`src/rtl/swing_arb_pkg.sv`:
```
// swing_arb_pkg
//   Shared definitions for the swing arbiter: FSM state encoding, the operand
//   width fixed by the sultans_of_swing datapath, pointer sizing for up to
//   eight requesters, and the round-robin pick function.
package swing_arb_pkg;

  localparam int DATA_W  = 4;  // operand width of the swing datapath
  localparam int MAX_REQ = 8;  // largest supported requester count
  localparam int PTR_W   = 3;  // wide enough to index MAX_REQ requesters

  typedef enum logic [1:0] {
    IDLE = 2'd0,
    EXEC = 2'd1,
    RESP = 2'd2
  } state_e;

  // Returns the first index at or after ptr (modulo num_req) whose valid bit
  // is set. The result is meaningless when no valid bit is set; callers gate
  // it with a reduction-OR of valid.
  function automatic logic [PTR_W-1:0] rr_pick(
    input logic [MAX_REQ-1:0] valid,
    input logic [PTR_W-1:0]   ptr,
    input int unsigned        num_req
  );
    logic [PTR_W-1:0] pick;
    logic [PTR_W-1:0] idx;
    logic [PTR_W:0]   sum;
    logic             found;
    pick  = '0;
    idx   = '0;
    sum   = '0;
    found = 1'b0;
    for (int unsigned k = 0; k < MAX_REQ; k++) begin
      if (k < num_req) begin
        // ptr < num_req and k < num_req, so one conditional subtract
        // is enough to wrap the sum back into range.
        sum = {1'b0, ptr} + (PTR_W+1)'(k);
        if (32'(sum) >= num_req) begin
          sum = sum - (PTR_W+1)'(num_req);
        end
        idx = sum[PTR_W-1:0];
        if (!found && valid[idx]) begin
          pick  = idx;
          found = 1'b1;
        end
      end
    end
    return pick;
  endfunction

endpackage

```
`src/rtl/sultans_of_swing.sv`:
```
// sultans_of_swing
//   Registered swing datapath with one cycle of latency:
//     Ao = Ai, Bo = Bi, ANDo = (Ai ^ Bi) & Ci
// Ports
//   clk            clock, all logic on posedge
//   reset          synchronous active-high reset, clears all outputs
//   Ai, Bi, Ci     operands
//   Ao, Bo, ANDo   registered results
module sultans_of_swing
  import swing_arb_pkg::*;
(
  input  logic              clk,
  input  logic              reset,
  input  logic [DATA_W-1:0] Ai,
  input  logic [DATA_W-1:0] Bi,
  input  logic [DATA_W-1:0] Ci,
  output logic [DATA_W-1:0] Ao,
  output logic [DATA_W-1:0] Bo,
  output logic [DATA_W-1:0] ANDo
);

  always_ff @(posedge clk) begin
    if (reset) begin
      Ao   <= '0;
      Bo   <= '0;
      ANDo <= '0;
    end else begin
      Ao   <= Ai;
      Bo   <= Bi;
      ANDo <= (Ai ^ Bi) & Ci;
    end
  end

endmodule

```
`src/rtl/swing_arbiter.sv`:
```
// swing_arbiter
//   Shares one sultans_of_swing datapath between NUM_REQ requesters using
//   round-robin arbitration. Each accepted operand triple produces one
//   response tagged with the owning requester index.
// Ports
//   clk        clock, all logic on posedge
//   reset      synchronous active-high reset (also resets the datapath)
//   req_valid  per-requester operand pending
//   req_ready  per-requester accept, one-hot or zero
//   req_a/b/c  packed operands, slice i = [i*DATA_W +: DATA_W]
//   rsp_valid  response available
//   rsp_ready  consumer accepts the response
//   rsp_id     requester index owning the response
//   rsp_a/b/and datapath outputs
//   busy       high while a request is in EXEC or RESP
module swing_arbiter
  import swing_arb_pkg::*;
#(
  parameter int NUM_REQ = 4,
  parameter int ID_W    = 2,
  parameter int DATA_W  = 4
) (
  input  logic                      clk,
  input  logic                      reset,
  input  logic [NUM_REQ-1:0]        req_valid,
  output logic [NUM_REQ-1:0]        req_ready,
  input  logic [NUM_REQ*DATA_W-1:0] req_a,
  input  logic [NUM_REQ*DATA_W-1:0] req_b,
  input  logic [NUM_REQ*DATA_W-1:0] req_c,
  output logic                      rsp_valid,
  input  logic                      rsp_ready,
  output logic [ID_W-1:0]           rsp_id,
  output logic [DATA_W-1:0]         rsp_a,
  output logic [DATA_W-1:0]         rsp_b,
  output logic [DATA_W-1:0]         rsp_and,
  output logic                      busy
);

  // Configuration guards: the datapath width is fixed, and the id must be
  // able to name every requester.
  generate
    if (DATA_W != swing_arb_pkg::DATA_W) begin : g_bad_data_w
      $error("swing_arbiter: DATA_W must equal the datapath width");
    end
    if (NUM_REQ < 2 || NUM_REQ > MAX_REQ) begin : g_bad_num_req
      $error("swing_arbiter: NUM_REQ must be in 2..8");
    end
    if (ID_W < $clog2(NUM_REQ)) begin : g_bad_id_w
      $error("swing_arbiter: ID_W too narrow for NUM_REQ");
    end
  endgenerate

  state_e             state_q, state_d;
  logic [PTR_W-1:0]   rr_ptr_q, rr_ptr_d;
  logic [ID_W-1:0]    id_q, id_d;
  logic [DATA_W-1:0]  a_q, a_d;
  logic [DATA_W-1:0]  b_q, b_d;
  logic [DATA_W-1:0]  c_q, c_d;

  logic [MAX_REQ-1:0] valid_ext;
  logic [PTR_W-1:0]   grant_idx;
  logic [PTR_W-1:0]   grant_next_ptr;
  logic [NUM_REQ-1:0] grant_oh;
  logic [DATA_W-1:0]  a_masked [NUM_REQ];
  logic [DATA_W-1:0]  b_masked [NUM_REQ];
  logic [DATA_W-1:0]  c_masked [NUM_REQ];
  logic [DATA_W-1:0]  a_sel, b_sel, c_sel;
  logic               any_valid;
  logic               do_grant;

  // ---------------------------------------------------------------------
  // Grant selection
  // ---------------------------------------------------------------------
  always_comb begin
    valid_ext                = '0;
    valid_ext[NUM_REQ-1:0]   = req_valid;
  end

  assign any_valid      = |req_valid;
  assign grant_idx      = rr_pick(valid_ext, rr_ptr_q, NUM_REQ);
  assign grant_next_ptr = (grant_idx == PTR_W'(NUM_REQ - 1)) ? '0
                                                             : grant_idx + 1'b1;

  // One-hot grant and AND-masked operand slices; OR-reducing the masked
  // slices gives the granted requester's operands without a wide index.
  generate
    for (genvar gi = 0; gi < NUM_REQ; gi++) begin : g_slice
      assign grant_oh[gi] = (grant_idx == PTR_W'(gi));
      assign a_masked[gi] = req_a[gi*DATA_W +: DATA_W] & {DATA_W{grant_oh[gi]}};
      assign b_masked[gi] = req_b[gi*DATA_W +: DATA_W] & {DATA_W{grant_oh[gi]}};
      assign c_masked[gi] = req_c[gi*DATA_W +: DATA_W] & {DATA_W{grant_oh[gi]}};
    end
  endgenerate

  always_comb begin
    a_sel = '0;
    b_sel = '0;
    c_sel = '0;
    for (int i = 0; i < NUM_REQ; i++) begin
      a_sel = a_sel | a_masked[i];
      b_sel = b_sel | b_masked[i];
      c_sel = c_sel | c_masked[i];
    end
  end

  // ---------------------------------------------------------------------
  // Arbiter FSM: next state and request-side outputs
  // ---------------------------------------------------------------------
  always_comb begin
    state_d   = state_q;
    rr_ptr_d  = rr_ptr_q;
    id_d      = id_q;
    a_d       = a_q;
    b_d       = b_q;
    c_d       = c_q;
    req_ready = '0;
    do_grant  = 1'b0;

    case (state_q)
      IDLE: begin
        if (any_valid) begin
          do_grant = 1'b1;
          state_d  = EXEC;
        end
      end
      EXEC: begin
        state_d = RESP;
      end
      RESP: begin
        // Completing the response and accepting the next request in the
        // same cycle is what gives one response every two cycles.
        if (rsp_ready) begin
          if (any_valid) begin
            do_grant = 1'b1;
            state_d  = EXEC;
          end else begin
            state_d = IDLE;
          end
        end
      end
      default: begin
        state_d = IDLE;
      end
    endcase

    if (do_grant) begin
      req_ready = grant_oh;
      a_d       = a_sel;
      b_d       = b_sel;
      c_d       = c_sel;
      id_d      = ID_W'(grant_idx);
      rr_ptr_d  = grant_next_ptr;
    end
  end

  always_ff @(posedge clk) begin
    if (reset) begin
      state_q  <= IDLE;
      rr_ptr_q <= '0;
      id_q     <= '0;
      a_q      <= '0;
      b_q      <= '0;
      c_q      <= '0;
    end else begin
      state_q  <= state_d;
      rr_ptr_q <= rr_ptr_d;
      id_q     <= id_d;
      a_q      <= a_d;
      b_q      <= b_d;
      c_q      <= c_d;
    end
  end

  // ---------------------------------------------------------------------
  // Shared datapath. The operand registers only change on a grant, so
  // while in RESP the datapath keeps re-registering the same result.
  // ---------------------------------------------------------------------
  sultans_of_swing u_datapath (
    .clk   (clk),
    .reset (reset),
    .Ai    (a_q),
    .Bi    (b_q),
    .Ci    (c_q),
    .Ao    (rsp_a),
    .Bo    (rsp_b),
    .ANDo  (rsp_and)
  );

  assign rsp_valid = (state_q == RESP);
  assign busy      = (state_q != IDLE);
  assign rsp_id    = id_q;

endmodule

```
`config.mk`:
```
export PLATFORM = sky130hd
export DESIGN_NAME = swing_arbiter
export DESIGN_NICKNAME = d
export VERILOG_FILES = /design/src/rtl/swing_arb_pkg.sv /design/src/rtl/sultans_of_swing.sv /design/src/rtl/swing_arbiter.sv
export SDC_FILE = /design/constraint.sdc
export NUM_CORES = 1
export LEC_CHECK = 0
export CAP_MARGIN = 15
export CELL_PAD_IN_SITES_DETAIL_PLACEMENT = 1
export CELL_PAD_IN_SITES_GLOBAL_PLACEMENT = 1
export CORE_MARGIN = 2
export CORE_UTILIZATION = 27
export DETAILED_ROUTE_END_ITERATION = 12
export MAX_ROUTING_LAYER = met4
export PLACE_DENSITY_LB_ADDON = 0.1
export SYNTH_ARGS = -nofsm -noshare
export SYNTH_HDL_FRONTEND = slang
export SYNTH_SLANG_ARGS = --single-unit
```
`constraint.sdc`:
```
create_clock -name clk -period 3.2 [get_ports clk]
set_input_delay 0.48 -clock clk [delete_from_list [all_inputs] [get_ports clk]]
set_output_delay 0.48 -clock clk [all_outputs]
set_load 0.01 [all_outputs]
```
# Yosys cells after proc, flatten, opt, wreduce, memory -nomap -nowiden
# Cells that the tools add are included.
# word_totals
word_cells,94
output_inout_bits,20
register_bits,31
input_bits,55
# op_classes
n_bitwise,23
reduce_logical,11
n_mux,28
n_eq_ne,7
n_lt_le_gt_ge,8
add_sub_neg,8
# ops
op,n
4-bit AND,13
4-bit OR,9
3-bit 2-to-1 mux,9
"3-bit by 4-bit less-than comparator with 1-bit output, second input constant",4
1-bit binary-select mux with 3-bit select,4
"4-bit by 3-bit greater-or-equal comparator with 1-bit output, second input constant",3
"3-bit subtractor, second input constant",4
1-bit 2-to-1 mux,10
"3-bit by 2-bit adder with 4-bit output, second input constant",2
"3-bit by 2-bit == test with 1-bit output, second input constant",2
2-bit case mux with 3 select lines,1
"3-bit by 1-bit adder with 4-bit output, second input constant",1
2-bit 2-to-1 mux,2
4-bit 2-to-1 mux,1
4-bit OR reduction,1
4-bit bitwise XOR,1
"3-bit by 1-bit adder with 3-bit output, second input constant",1
"3-bit by 1-bit == test with 1-bit output, second input constant",1
"3-bit greater-or-equal comparator, second input constant",1
1-bit logical AND,3
1-bit zero test,3
3-bit zero test,1
"2-bit by 1-bit == test with 1-bit output, second input constant",1
"2-bit == test, second input constant",1
other kinds (6),6

# Logic depth before layout (Yosys ltp)
# Gate-level depths: netlist of run 1.
# logic_depth
ltp_word,19
ltp_mapped,13
depth_no_buf,10

# Modules after synthesis
# Synthesis of run 1 repeated with hierarchy kept, for this count alone.
# hier_totals
cells_unflattened,183
area_unflattened_um2,1695.4
# by_module_without_submodules
mod,area_each_um2,instances,seq_area_each_um2,cells_each
swing_arbiter,1308.8,1,380.4,154
sultans_of_swing,386.6,1,240.2,29

# Worst setup path after synthesis of run 1
# OpenSTA, ideal clock, no wires.
# synth_path
kind,register to output
from,register rr_ptr_q[0]
to,output port req_ready[0]
path_stages_with_launch,13
path_slack_ps,37
path_buffers,3
required_ps,2720
arrival_time_ps,2683
cell_sequence,dfxtp_1 > buf_6 > inv_1 > ha_1 > buf_2 > mux2i_1 > o211ai_1 > a21oi_1 > a311oi_1 > or2_1 > ha_1 > clkbuf_1 > and2_1
# synth_via
elab_chain_cells,16
word_cells_on_any_way,38
classes_between,add/sub (7); order compare (4); mux (20); reduce/logical (7)
# synth_lines
element,line_no,text
start: declaration,swing_arbiter.sv:54,"logic [PTR_W-1:0] rr_ptr_q, rr_ptr_d;"
start signal: assignment,swing_arbiter.sv:166,rr_ptr_q <= rr_ptr_d;
"parallel branches: the longest is 13 deep, another holds 3-bit by 1-bit adder with 4-bit output",n/a,
3-bit 2-to-1 mux (*),swing_arb_pkg.sv:42,if (!found && valid[idx]) begin
3-bit zero test (*),swing_arbiter.sv:88,assign grant_oh[gi] = (grant_idx == PTR_W'(gi));
4-bit 2-to-1 mux (*),swing_arbiter.sv:146,if (do_grant) begin
end: declaration,swing_arbiter.sv:26,"output logic [NUM_REQ-1:0] req_ready,"
# Mark *: on every way between the ends. The select of a mux whose other input is x is not followed.

# Worst setup path in the final report of run 1
# layout_path
from,register rr_ptr_q[0]
to,output port req_ready[2]
# layout_via
elab_chain_cells,16
word_cells_on_any_way,38
classes_between,add/sub (7); order compare (4); eq/ne (1); mux (20); reduce/logical (6)
# layout_lines
element,line_no,text
"parallel branches: the longest is 13 deep, another holds 3-bit by 1-bit adder with 4-bit output",n/a,
3-bit 2-to-1 mux (*),swing_arb_pkg.sv:42,
net grant_idx[1],swing_arbiter.sv:61,logic [PTR_W-1:0] grant_idx;
3-bit by 2-bit == test with 1-bit output (*),swing_arbiter.sv:88,
4-bit 2-to-1 mux (*),swing_arbiter.sv:146,
# Mark *: on every way through the listed nets, which the timed path passes. The select of a mux whose other input is x is not followed.

==> results of run 1 <==
==> per-stage QoR <==
| stage | utilization | power [W] | std cells | instance area (µm²) |
|---|---|---|---|---|
| final | 0.476 | 0.00217 | 353 | 2820 |
| after global routing | 0.476 | 0.00234 | 353 | 2820 |
| after CTS | 0.474 | 0.00219 | 353 | 2800 |
| after detailed placement | 0.446 | 0.00177 | 341 | 2640 |
| after global placement | 0.446 | 0.00177 | 341 | 2640 |
| after floorplan | - | 0.00124 | 176 | 1660 |
==> power breakdown <==
group          internal, W  total (W)  switching, W  leakage, nW
clock network     0.000196   0.000340      0.000145       0.0505
registers         0.000497   0.000548     0.0000514        0.256
logic             0.000667    0.00129      0.000619        0.803
==> registers in the layout, indices dropped and copies added (netlist names) <==
signal / cells
a_q: 4
b_q: 4
c_q: 4
u_datapath.ANDo: 4
u_datapath.Ao: 4
u_datapath.Bo: 4
rr_ptr_q: 3
rsp_id: 2
state_q: 2
==> final cells by class <==
| type | count | share of cell area |
|---|---|---|
| Tap cell | 75 | 0.0333 |
| Timing Repair Buffer | 105 | 0.339 |
| Multi-Input combinational cell | 128 | 0.362 |
| Inverter | 6 | 0.00799 |
| Clock inverter | 1 | 0.00266 |
| Sequential cell | 31 | 0.220 |
| Clock buffer | 7 | 0.0342 |
==> metal layers <==
| metal | global-route usage | up-vias | part of all wire |
|---|---|---|---|
| li1 | - | 849 | - |
| met1 | 0.203 | 813 | 0.43 |
| met2 | 0.291 | 43 | 0.51 |
| met3 | 0.0413 | 4 | 0.058 |
| met4 | 0.0517 | 0 | 0.0082 |
| met5 | - | - | 0 |
==> worst max-delay path, delay by kind of cell, from the launching register on <==
kind	cells	cell delay, ps
AO/OA/AOI/OAI	2	240
adder cells (fa/ha/maj)	2	540
buffers and inverters	2	360
flip-flops	1	330
multiplexers	1	340
AND/OR/NAND/NOR	3	500
==> placed cells by master, fill, tap and decap left out, types with 2 or more instances in the layout <==
cell             instances
and2_1                   4
mux2i_1                  5
nor3b_1                  4
a22oi_1                 24
nand2b_1                 3
nor2_1                  18
mux2i_2                  2
nor2b_1                 13
buf_4                   30
o22ai_2                  2
dfxtp_1                 31
ha_2                     3
inv_1                    4
xnor2_1                  4
clkbuf_2                 2
a311oi_1                 4
a31oi_1                  8
ha_1                     2
inv_2                    2
dlygate4sd2_1            5
clkdlybuf4s50_1         66
nand2_1                  3
clkbuf_8                 7
==> timing repair <==
| action | 4_1_cts | 5_1_grt |
|---|---|---|
| buffers inserted | 4 | 0 |
| endpoints found under the setup margin | 4 | 4 |
| pin swaps | 8 | 6 |
| resized for setup | 18 | 11 |
| hold buffers | 0 | 0 |
==> path summary, 6_finish.rpt <==
path | startpoint | endpoint | cells after the start
worst max register to register | rr_ptr_q[0] | c_q[3] | 11
worst max-delay path | rr_ptr_q[0] | req_ready[2] | 10
worst min register to register | c_q[0] | u_datapath.ANDo[0] | 1
worst min-delay path | c_q[0] | u_datapath.ANDo[0] | 1
==> cells by family after synthesis <==
| family | Yosys count | share of synthesized area |
|---|---|---|
| xor gates and xnor gates | 4 | 0.0211 |
| and+or+nand+nor | 56 | 0.188 |
| muxes | 9 | 0.0603 |
| AOI/OAI and AO/OA | 53 | 0.263 |
| adders and majority gates | 6 | 0.0452 |
| DFF | 31 | 0.374 |
| buffers and inverters | 17 | 0.0482 |
==> flow_metrics.py, run 1 <==
metrics = {
    "outcome": {
        "status": "completed",
    },
    "logic_synthesis": {
        "avgSynthCellArea_um2": 9.43,
        "synthArstFlopShare": 0,
        "synth_edf_count": 0,
        "ys_types": 45,
        "ys_seq_elements": 31,
        "synthTopCellsByArea": "dfxtp_1 (37%), a22oi_1 (11%), nor2b_1 (4.9%)",
        "seq_area_frac_synth": 0.374,
        "yosysTopAreaCell": "dfxtp_1",
        "synth_common_cells": "dfxtp_1 (31), a22oi_1 (24), nor2_1 (18)",
        "syn-num-nets": 237,
        "synthFlopType": "dfxtp_1",
        "synth_most_common_cell": "dfxtp_1",
        "netlist_area_mm2": 0.00166,
        "yosysTopAreaCellShare": 0.374,
        "netlist_instances": 176,
        "ys_warn_count": 0,
    },
    "global_routing": {
        "grt_pass1_vias": 1808,
        "grt_usage": 0.172,
        "grt_first_pass_wirelength_um": 8520,
        "antenna_found_initial": 0,
        "grt-ovfl-total": 0,
        "grt_max_degree": 24,
    },
    "job": {
        "drv_cap": 0,
    },
    "pwr": {
        "power.density_mw_per_mm2": 772,
        "vdd_ir_drop_max_mv": 0.495,
        "p_leak_nw": 1.11,
    },
    "setup_path": {
        "arrival_ps": 2580,
        "end_kind": "output pin",
        "rrSetupSlack_ps": 540,
        "crit_slowest_cell": "mux2_1",
        "slowest_delay_ps": 340,
        "path_max_fanout": 7,
        "cp_data_required_time_ps": 2720,
        "worstSetupStartpointType": "flip-flop",
        "path_class": "flip-flop to output pin",
        "crit_chain": "inv_1, ha_4, mux2_1, nand3b_1, a21oi_2, a311oi_2, nor2_1, ha_2, and2_1, dlygate4sd2_1",
    },
    "floorplan": {
        "row_count": 28,
        "die_w_um": 82.4,
        "core_mm2": 0.00592,
        "die_h_um": 82.4,
        "initial_utilization": 0.280,
        "die_area_mm2": 0.00679,
        "io_pins": 75,
    },
    "cells_and_area": {
        "multi_input_area_mm2": 0.00102,
        "drive_above_1_share": 0.227,
        "seq_area_um2": 621,
        "nFillCells": 713,
        "nets": 338,
        "n_antenna_cell": 0,
        "area_delta_synth_final_pct": 69.7,
    },
    "clock_network": {
        "cts_tree": "yes",
        "clk_pin_slew_ps": 70,
        "cts_buffer_depth": 2,
        "clk_root_buffer_cell": "clkbuf_8",
        "clkSinkCount": 31,
        "clkLatencyLatePin_ps": 270,
        "htreeDepth": 2,
        "numCtsBuffers": 5,
    },
    "placed_design": {
        "dp_slack_ps": -363,
        "portBuffers": 74,
        "gp_congestion": 0.866,
        "dp_hpwl_um": 4120,
    },
    "routing": {
        "routed_wl_um": 5350,
        "route.detailed.drc": 0,
        "vias": 1709,
        "wl_per_cell_um": 15.2,
        "drt-vias-per-instance": 4.84,
        "ant_nets": 0,
        "firstDrtPassIters": 4,
        "drtIter0Drc": 34,
    },
    "timing": {
        "drv_slew": 0,
        "worst_slack_ps": 144,
        "period_minus_slack_ps": 3060,
        "clock.fmax_ghz": 0.327,
        "rsz0062_at_grt": "false",
        "timing.hold.ws_ps": 475,
        "setup_viol": 0,
        "maxSlewHeadroom": 0.595,
        "worst_pin_slew_ps": 603,
        "period_share": 0.955,
        "hold_viol_final": 0,
        "fin_skew_ps": 2.45,
        "final.setup.tns_ps": 0,
    },
    "min_path": {
        "worst_hold_path_type": "flip-flop to flip-flop",
    },
}
(Power assumes the default switching activity.)
==> run 2: changes to the inputs <==
--- a/config.mk
+++ b/config.mk
@@ -13,6 +13,8 @@
 export DETAILED_ROUTE_END_ITERATION = 12
 export MAX_ROUTING_LAYER = met4
 export PLACE_DENSITY_LB_ADDON = 0.1
+export REMOVE_ABC_BUFFERS = 1
+export SKIP_CTS_REPAIR_TIMING = 1
 export SYNTH_ARGS = -nofsm -noshare
 export SYNTH_HDL_FRONTEND = slang
 export SYNTH_SLANG_ARGS = --single-unit
==> run 2 against run 1 <==
Critical path depth unchanged; via count down 2.0%; wire length grew 0.97%; global-route usage is 0.92 points lower; critical endpoint is now req_ready[1]; flip-flop and latch count unchanged.
==> flow_metrics.py, run 2 (same netlist as run 1, synthesis figures left out) <==
metrics = {
    "floorplan": {
        "io_pins": 75,
        "core_mm2": 0.00592,
        "row_count": 28,
        "die_w_um": 82.4,
        "die_h_um": 82.4,
        "die_area_mm2": 0.00679,
        "initial_utilization": 0.280,
    },
    "cells_and_area": {
        "nFillCells": 692,
        "stdcell_count": 348,
        "seq_area_um2": 621,
        "layout_commonest_cell": "clkdlybuf4s50_1",
        "nets": 334,
        "area_delta_synth_final_pct": 68.7,
        "final_cell_mix": "clkdlybuf4s50_1 (66), dfxtp_1 (31), buf_4 (25)",
        "design_area_mm2": 0.00280,
        "n_antenna_cell": 0,
        "drive_above_1_share": 0.205,
        "multi_input_area_mm2": 0.00101,
    },
    "pwr": {
        "pwr-share-seq": 0.254,
        "swShare": 0.364,
        "p_int_w": 0.00138,
        "p_clk_frac": 0.167,
        "p_sw_w": 0.000789,
        "power.density_mw_per_mm2": 773,
        "p_leak_nw": 1.14,
        "combPwrFrac": 0.579,
        "vdd_ir_drop_max_mv": 0.287,
    },
    "setup_path": {
        "arrival_ps": 2570,
        "slowest_delay_ps": 350,
        "end_kind": "output pin",
        "crit_slowest_cell": "a311oi_4",
        "cp_data_required_time_ps": 2720,
        "path_class": "flip-flop to output pin",
        "path_max_fanout": 10,
        "worstSetupStartpointType": "flip-flop",
        "crit_chain": "buf_4, ha_1, and3_1, o211ai_1, nand2_1, a311oi_4, or2_4, ha_2, and2_1, clkbuf_2",
    },
    "timing": {
        "final.setup.tns_ps": 0,
        "clock.fmax_ghz": 0.328,
        "period_share": 0.954,
        "maxSlewHeadroom": 0.609,
        "hold_viol_final": 0,
        "timing.hold.ws_ps": 474,
        "worst_slack_ps": 148,
        "rsz0062_at_grt": "false",
        "fin_skew_ps": 6.76,
        "worst_pin_slew_ps": 581,
        "setup_viol": 0,
        "drv_slew": 0,
        "period_minus_slack_ps": 3050,
    },
    "min_path": {
        "worst_hold_path_type": "flip-flop to flip-flop",
    },
    "global_routing": {
        "grt_usage": 0.163,
        "antenna_found_initial": 0,
        "grt_max_degree": 23,
        "grt_first_pass_wirelength_um": 8090,
        "grt_pass1_vias": 1707,
        "grt-ovfl-total": 0,
    },
    "clock_network": {
        "clkSinkCount": 31,
        "clkLatencyLatePin_ps": 280,
        "numCtsBuffers": 5,
        "clk_pin_slew_ps": 60,
        "htreeDepth": 2,
        "clk_root_buffer_cell": "clkbuf_8",
        "cts_tree": "yes",
        "cts_buffer_depth": 2,
    },
    "routing": {
        "wl_per_cell_um": 15.5,
        "route.detailed.drc": 0,
        "vias": 1674,
        "wl_met3_um": 249,
        "firstDrtPassIters": 4,
        "routed_wl_um": 5410,
        "drtIter0Drc": 17,
        "highest_layer": "met4",
        "drt-vias-per-instance": 4.81,
        "wl_met2_um": 2790,
        "ant_nets": 0,
        "met1Wirelength_um": 2310,
    },
    "placed_design": {
        "dp.cells": 341,
        "placed_area_mm2": 0.00264,
        "gp_congestion": 0.810,
        "dp_slack_ps": -297,
        "portBuffers": 74,
        "dp_hpwl_um": 4080,
    },
    "job": {
        "drv_cap": 0,
    },
    "outcome": {
        "status": "completed",
    },
}
[run 2: final timing paths]
kind,startpoint,end,slack (ps),depth (start not counted)
setup reg to reg,rr_ptr_q[1],c_q[0],480,11
setup / recovery,rr_ptr_q[1],req_ready[1],150,10
hold reg to reg,c_q[1],u_datapath.ANDo[1],470,1
hold / removal,c_q[1],u_datapath.ANDo[1],470,1
[run 2: power groups by stage]
stage | clock [W] | sequential (W) | combinational (W)
CTS | 0.000378 | 0.000551 | 0.00121
finish | 0.000361 | 0.000549 | 0.00125
global route | 0.000392 | 0.000564 | 0.00137
detailed placement | 0 | 0.000559 | 0.00121
global placement | 0 | 0.000555 | 0.00120
floorplan | 0 | 0.000588 | 0.000620
[run 2: area by class of cell]
| cell class | count | area share |
|---|---|---|
| Inverter | 6 | 0.00804 |
| Sequential cell | 31 | 0.222 |
| Clock inverter | 1 | 0.0107 |
| Timing Repair Buffer | 101 | 0.339 |
| Multi-Input combinational cell | 128 | 0.361 |
| Clock buffer | 6 | 0.0259 |
| Tap cell | 75 | 0.0335 |
[run 2: metrics by stage]
| stage | power (W) | util |
|---|---|---|
| floorplan | 0.00121 | - |
| global placement | 0.00175 | 0.446 |
| detailed placement | 0.00177 | 0.446 |
| CTS | 0.00214 | 0.463 |
| global route | 0.00233 | 0.473 |
| finish | 0.00216 | 0.473 |
[run 2: layer usage]
| metal | track usage | vias up |
|---|---|---|
| met5 | - | - |
| met4 | 0.0450 | 0 |
| met3 | 0.0446 | 6 |
| met2 | 0.276 | 42 |
| met1 | 0.190 | 782 |
| li1 | - | 844 |
[run 2: worst max-delay path: cells and delay by family (launching register included)]
family                     cells  cell delay [ps]
DFF                            1              310
AOI/OAI and AO/OA              2              660
adders and majority gates      2              350
buffers and inverters          2              310
and+or+nand+nor                4              690
